File: config.mk
export PLATFORM = sky130hd
export DESIGN_NAME = sort_pkt_arbiter
export DESIGN_NICKNAME = d
export VERILOG_FILES = /design/src/rtl/sort_pkt_arbiter.sv
export SDC_FILE = /design/constraint.sdc
export NUM_CORES = 1
export LEC_CHECK = 0
export ABC_AREA = 1
export CORE_UTILIZATION = 48
export CTS_BUF_LIST = sky130_fd_sc_hd__clkbuf_4 sky130_fd_sc_hd__clkbuf_8 sky130_fd_sc_hd__clkbuf_16
export CTS_CLUSTER_SIZE = 40
export DETAILED_ROUTE_END_ITERATION = 8
export GPL_ROUTABILITY_DRIVEN = 0
export PLACE_DENSITY = 0.89
export RECOVER_POWER = 25
export SLEW_MARGIN = 5
export SYNTH_ARGS = -nofsm -noshare
export SYNTH_HDL_FRONTEND = slang
export SYNTH_SLANG_ARGS = --single-unit
File: constraint.sdc
create_clock -name clk_i -period 3.7 [get_ports clk_i]
set_input_delay 0.74 -clock clk_i [delete_from_list [all_inputs] [get_ports clk_i]]
set_output_delay 0.74 -clock clk_i [all_outputs]
set_load 0.02 [all_outputs]
File: src/rtl/sort_pkt_arbiter.sv
// Two-channel round-robin packet arbiter feeding the sorter.
// Forwards one whole packet per grant and truncates packets longer than 2**AWIDTH words.
module sort_pkt_arbiter #(
   parameter int unsigned AWIDTH = 3,
   parameter int unsigned DWIDTH = 8
) (
   input  logic              clk_i,
   input  logic              srst_i,
   input  logic [DWIDTH-1:0] data0_i,
   input  logic              sop0_i,
   input  logic              eop0_i,
   input  logic              val0_i,
   output logic              ready0_o,
   input  logic [DWIDTH-1:0] data1_i,
   input  logic              sop1_i,
   input  logic              eop1_i,
   input  logic              val1_i,
   output logic              ready1_o,
   input  logic              sort_busy_i,
   output logic [DWIDTH-1:0] data_o,
   output logic              sop_o,
   output logic              eop_o,
   output logic              val_o,
   output logic              trunc_o
);

   localparam int unsigned CW        = AWIDTH + 1;
   localparam int unsigned MAX_WORDS = 1 << AWIDTH;
   localparam logic [CW-1:0] MAX_LEN = CW'(MAX_WORDS);

   typedef enum logic [2:0] {IDLE, PASS, DROP, WAIT_BUSY, WAIT_DONE} state_t;

   state_t            state, state_nxt;
   logic [CW-1:0]     cnt, cnt_nxt, cnt_inc;
   logic              last_grant, last_grant_nxt;
   logic              ready0_nxt, ready1_nxt;
   logic [DWIDTH-1:0] data_nxt;
   logic              sop_nxt, eop_nxt, val_nxt, trunc_nxt;

   logic              req0, req1, gnt_c;
   logic [DWIDTH-1:0] g_data;
   logic              g_eop, g_acc;

   // Requests only come from a valid sop at the channel head; ties go against the last winner.
   assign req0    = val0_i && sop0_i;
   assign req1    = val1_i && sop1_i;
   assign gnt_c   = (req0 && req1) ? ~last_grant : req1;
   assign cnt_inc = cnt + CW'(1);

   // last_grant also selects the channel currently being forwarded.
   assign g_data = last_grant ? data1_i : data0_i;
   assign g_eop  = last_grant ? eop1_i  : eop0_i;
   assign g_acc  = last_grant ? (val1_i && ready1_o) : (val0_i && ready0_o);

   always_ff @(posedge clk_i) begin
      if (srst_i) begin
         state      <= IDLE;
         cnt        <= '0;
         last_grant <= 1'b1;
         ready0_o   <= 1'b0;
         ready1_o   <= 1'b0;
         data_o     <= '0;
         sop_o      <= 1'b0;
         eop_o      <= 1'b0;
         val_o      <= 1'b0;
         trunc_o    <= 1'b0;
      end else begin
         state      <= state_nxt;
         cnt        <= cnt_nxt;
         last_grant <= last_grant_nxt;
         ready0_o   <= ready0_nxt;
         ready1_o   <= ready1_nxt;
         data_o     <= data_nxt;
         sop_o      <= sop_nxt;
         eop_o      <= eop_nxt;
         val_o      <= val_nxt;
         trunc_o    <= trunc_nxt;
      end
   end

   always_comb begin
      state_nxt      = state;
      cnt_nxt        = cnt;
      last_grant_nxt = last_grant;
      ready0_nxt     = ready0_o;
      ready1_nxt     = ready1_o;
      data_nxt       = data_o;
      sop_nxt        = 1'b0;
      eop_nxt        = 1'b0;
      val_nxt        = 1'b0;
      trunc_nxt      = 1'b0;

      case (state)
         IDLE: begin
            ready0_nxt = 1'b0;
            ready1_nxt = 1'b0;
            if (!sort_busy_i && (req0 || req1)) begin
               last_grant_nxt = gnt_c;
               ready0_nxt     = ~gnt_c;
               ready1_nxt     = gnt_c;
               state_nxt      = PASS;
            end
         end
         PASS: begin
            if (g_acc) begin
               data_nxt = g_data;
               val_nxt  = 1'b1;
               sop_nxt  = (cnt == '0);
               cnt_nxt  = cnt_inc;
               if (g_eop) begin
                  eop_nxt    = 1'b1;
                  ready0_nxt = 1'b0;
                  ready1_nxt = 1'b0;
                  state_nxt  = WAIT_BUSY;
               end else if (cnt_inc == MAX_LEN) begin
                  // Buffer full: close the packet here and swallow the remainder.
                  eop_nxt   = 1'b1;
                  trunc_nxt = 1'b1;
                  state_nxt = DROP;
               end
            end
         end
         DROP: begin
            if (g_acc && g_eop) begin
               ready0_nxt = 1'b0;
               ready1_nxt = 1'b0;
               state_nxt  = WAIT_BUSY;
            end
         end
         WAIT_BUSY: begin
            ready0_nxt = 1'b0;
            ready1_nxt = 1'b0;
            if (sort_busy_i) state_nxt = WAIT_DONE;
         end
         WAIT_DONE: begin
            ready0_nxt = 1'b0;
            ready1_nxt = 1'b0;
            if (!sort_busy_i) begin
               cnt_nxt   = '0;
               state_nxt = IDLE;
            end
         end
         default: state_nxt = IDLE;
      endcase
   end

endmodule

==> metrics.csv <==
stage,metric,value,unit
sta,Achievable Freq,485,MHz
setup_path,"delay-heaviest family, CP",buffers and inverters,
setup_path,"Max FO, Critical Path",3,
detailed_routing,vias post-DR,1209,
power_and_ir_drop,Lkg Pwr,0.705,nW
sta,final worst path period need,2.06,ns
sta,Sum Neg Setup Slack,0,ns
synthesis,Syn Nets,193,
setup_path,Crit path required time,2.96,ns
clocking,CTS tree,built,
setup_path,critical path arrival,1.32,ns
clocking,cts hold-fix bufs,0,
clocking,"Setup Fix Bufs, Post-CTS",0,
global_route,GRT Total Usage,23.6,%
sta,Final period util,55.7,%
clocking,Clock Tree Buf Depth,2,
global_route,first-pass GRT wire length,4550,µm
sta,fin. max-slew vios,0,
synthesis,"Seq/Total Area, Yosys",38.0,%
setup_path,worst path bufs/invs,1,
cells_and_area,multi-input gate area in the final layout,586,µm²
synthesis,Synthesis Warnings,0,
cells_and_area,Antenna Cells,0,
power_and_ir_drop,Worst VDD drop,0.385,mV
placement,number of buffers added on ports,38,
setup_path,worst path cell trace,clkdlybuf4s50_1,
detailed_routing,antenna violation net count after detailed routing,0,
setup_path,CP max stage cell,clkdlybuf4s50_1,
die,Starting Density,51.4,%
die,core box area,0.00225,mm²
clocking,TritonCTS buffer count,3,
detailed_routing,Routed WL,2740,µm
cells_and_area,fraction of layout cells with a size suffix above 1,7.92,%
cells_and_area,Seq. cell area,440,µm²
setup_path,max incr delay on CP,0.63,ns
global_route,initial antenna violation count,0,
synthesis,Synth Instances,166,
clocking,Worst-path clk slew,0.13,ns
sta,Clock Skew,0.00801,ns
global_route,gr ovfl total,0,
detailed_routing,Detailed Route Iter0 Violations,29,
clocking,Resize count post-CTS,0,
sta,RSZ-0062 raised after global routing,false,
detailed_routing,Via density,5.26,
setup_path,Startpoint Class,register,
detailed_routing,DRC,0,
placement,Placed Instance Area,0.00153,mm²
die,Die Width,51.2,µm
die,row count,17,
sta,Worst Max-Slew Pin Slew,0.412,ns
global_route,vias in the first global route,1121,
sta,relative slew slack,72.5,%
clocking,H-tree lvl count,1,
global_route,largest net degree at the start of global routing,20,
cells_and_area,Layout fillers,191,
synthesis,Synth cell types,25,
synthesis,Synth Cell Area,0.00116,mm²
power_and_ir_drop,Power Density,476,mW/mm²
synthesis,number of synthesized register bits,22,
die,Top Ports,39,
outcome,status,"finished, final reports clean",
sta,setup ws final,1.64,ns
placement,pre-CTS WS,1.60,ns
setup_path,CP Class,register to output pin,
detailed_routing,wire per inst,11.9,µm
sta,Fin. Hold Viols,0,
job,max-cap violations,0,
clocking,clk_lat worst skew,0.33,ns
worst_hold_path,worst hold path class,register to register,
synthesis,Mean Syn Cell Area,6.99,µm²
detailed_routing,1st-pass router iterations,4,
cells_and_area,Final Cell Area,0.00158,mm²
placement,hpwl dp,2070,µm
sta,"Setup violations, final",0,
clocking,Root Buffer,clkbuf_4,
cells_and_area,layout net count,230,
die,die area,0.00262,mm²
cells_and_area,area grow syn2layout,35.8,%
clocking,CTS sink cnt,22,
setup_path,CP Capture Type,output pin,
die,die height,51.2,µm
-- final cells by class --
type,count,area share [%]
Clock buffer,3,1.43
Inverter,21,5.16
Multi-Input combinational cell,117,37.2
Sequential cell,22,28.0
Tap cell,28,2.22
Clock inverter,1,1.91
Timing Repair Buffer,38,24.1
-- flip-flops by register name, indices dropped and copies added (netlist names) --
register / flops
sop_o: 1
data_o: 8
ready1_o: 1
val_o: 1
eop_o: 1
state: 3
ready0_o: 1
cnt: 4
last_grant: 1
trunc_o: 1
-- synth_stat cells --
library cell / instances / area share [%]
nand3_1: 9 / 3.9
a22oi_1: 1 / 0.65
o211ai_1: 1 / 0.65
a21oi_2: 2 / 1.5
nand4_1: 3 / 1.6
a31oi_1: 8 / 4.3
nand2_2: 3 / 1.6
dfxtp_1: 22 / 38
o21ai_0: 11 / 4.7
nand3_2: 2 / 1.7
nor2_2: 1 / 0.54
buf_6: 3 / 2.9
inv_4: 1 / 0.54
inv_1: 19 / 6.1
nor2_4: 3 / 2.9
clkbuf_1: 1 / 0.32
buf_4: 1 / 0.65
nor3_1: 2 / 0.86
nor2_1: 11 / 3.6
buf_2: 1 / 0.43
nand2_1: 49 / 16
ha_1: 2 / 2.2
a21oi_1: 8 / 3.5
o21bai_1: 1 / 0.65
inv_2: 1 / 0.32
-- worst reg2reg max path: stages (launching register included) --
cell     delay, ns
dfxtp_1       0.55
inv_1         0.28
nand2_1       0.13
nand2_1       0.13
nand2_1       0.11
nand2_1       0.05
nand2_1       0.11
nand2_2       0.09
nor2_4        0.12
nor2_1        0.05
nor2_1        0.10
-- cells by family after synthesis --
family                     after synthesis  synth area share [%]
AOI/OAI and AO/OA                       32                  16.0
adders and majority gates                2                  2.16
buffers and inverters                   27                  11.3
DFF                                     22                  38.0
and+or+nand+nor                         83                  32.6
-- placed cells by master (no fill, tap or decap), drive strengths merged --
cell type      synthesis  final
nand2                 52     52
clkdlybuf4s50          0     37
dfxtp                 22     22
inv                   21     21
nor2                  15     15
o21ai                 11     11
nand3                 11     11
a21oi                 10     10
a31oi                  8      8
nand4                  3      3
clkbuf                 1      3
nor3                   2      2
ha                     2      2
a22oi                  1      1
o21bai                 1      1
o211ai                 1      1
bufinv                 0      1
dlygate4sd3            0      1
-- per-layer routing --
metal	vias to the layer above	routed length (µm)	global-route usage, %
li1	609	-	-
met1	531	1100	24.5
met2	63	1350	43.2
met3	6	251	6.25
met4	0	45	11.6
met5	-	0	0
-- worst paths after layout --
kind	startpoint	endpoint	slack, ns	depth (start not counted)
worst min-delay path	cnt[3]$_SDFFE_PP0P_	cnt[3]$_SDFFE_PP0P_	0.50	2
worst max register to register	last_grant$_SDFFE_PP1P_	state[1]$_SDFFE_PP0P_	1.93	10
worst min register to register	cnt[3]$_SDFFE_PP0P_	cnt[3]$_SDFFE_PP0P_	0.50	2
worst max-delay path	ready1_o$_SDFFE_PP0P_	ready1_o	1.64	1
-- report_power, final --
part	internal, mW	switching, mW
Combinational	0.109	0.160
Clock	0.110	0.0790
Sequential	0.256	0.0357
Total	0.474	0.275
-- stage by stage --
step	util (%)	std cells	hold WS (ns)	total power [mW]
2_1_floorplan	-	166	0.455	0.499
3_3_place_gp	67.6	226	0.475	0.552
3_5_place_dp	67.6	226	0.476	0.560
4_1_cts	70.0	230	0.496	0.750
5_1_grt	69.9	230	0.509	0.796
6_report	69.9	230	0.496	0.749
No activity file was read; power rests on OpenSTA's default activity.
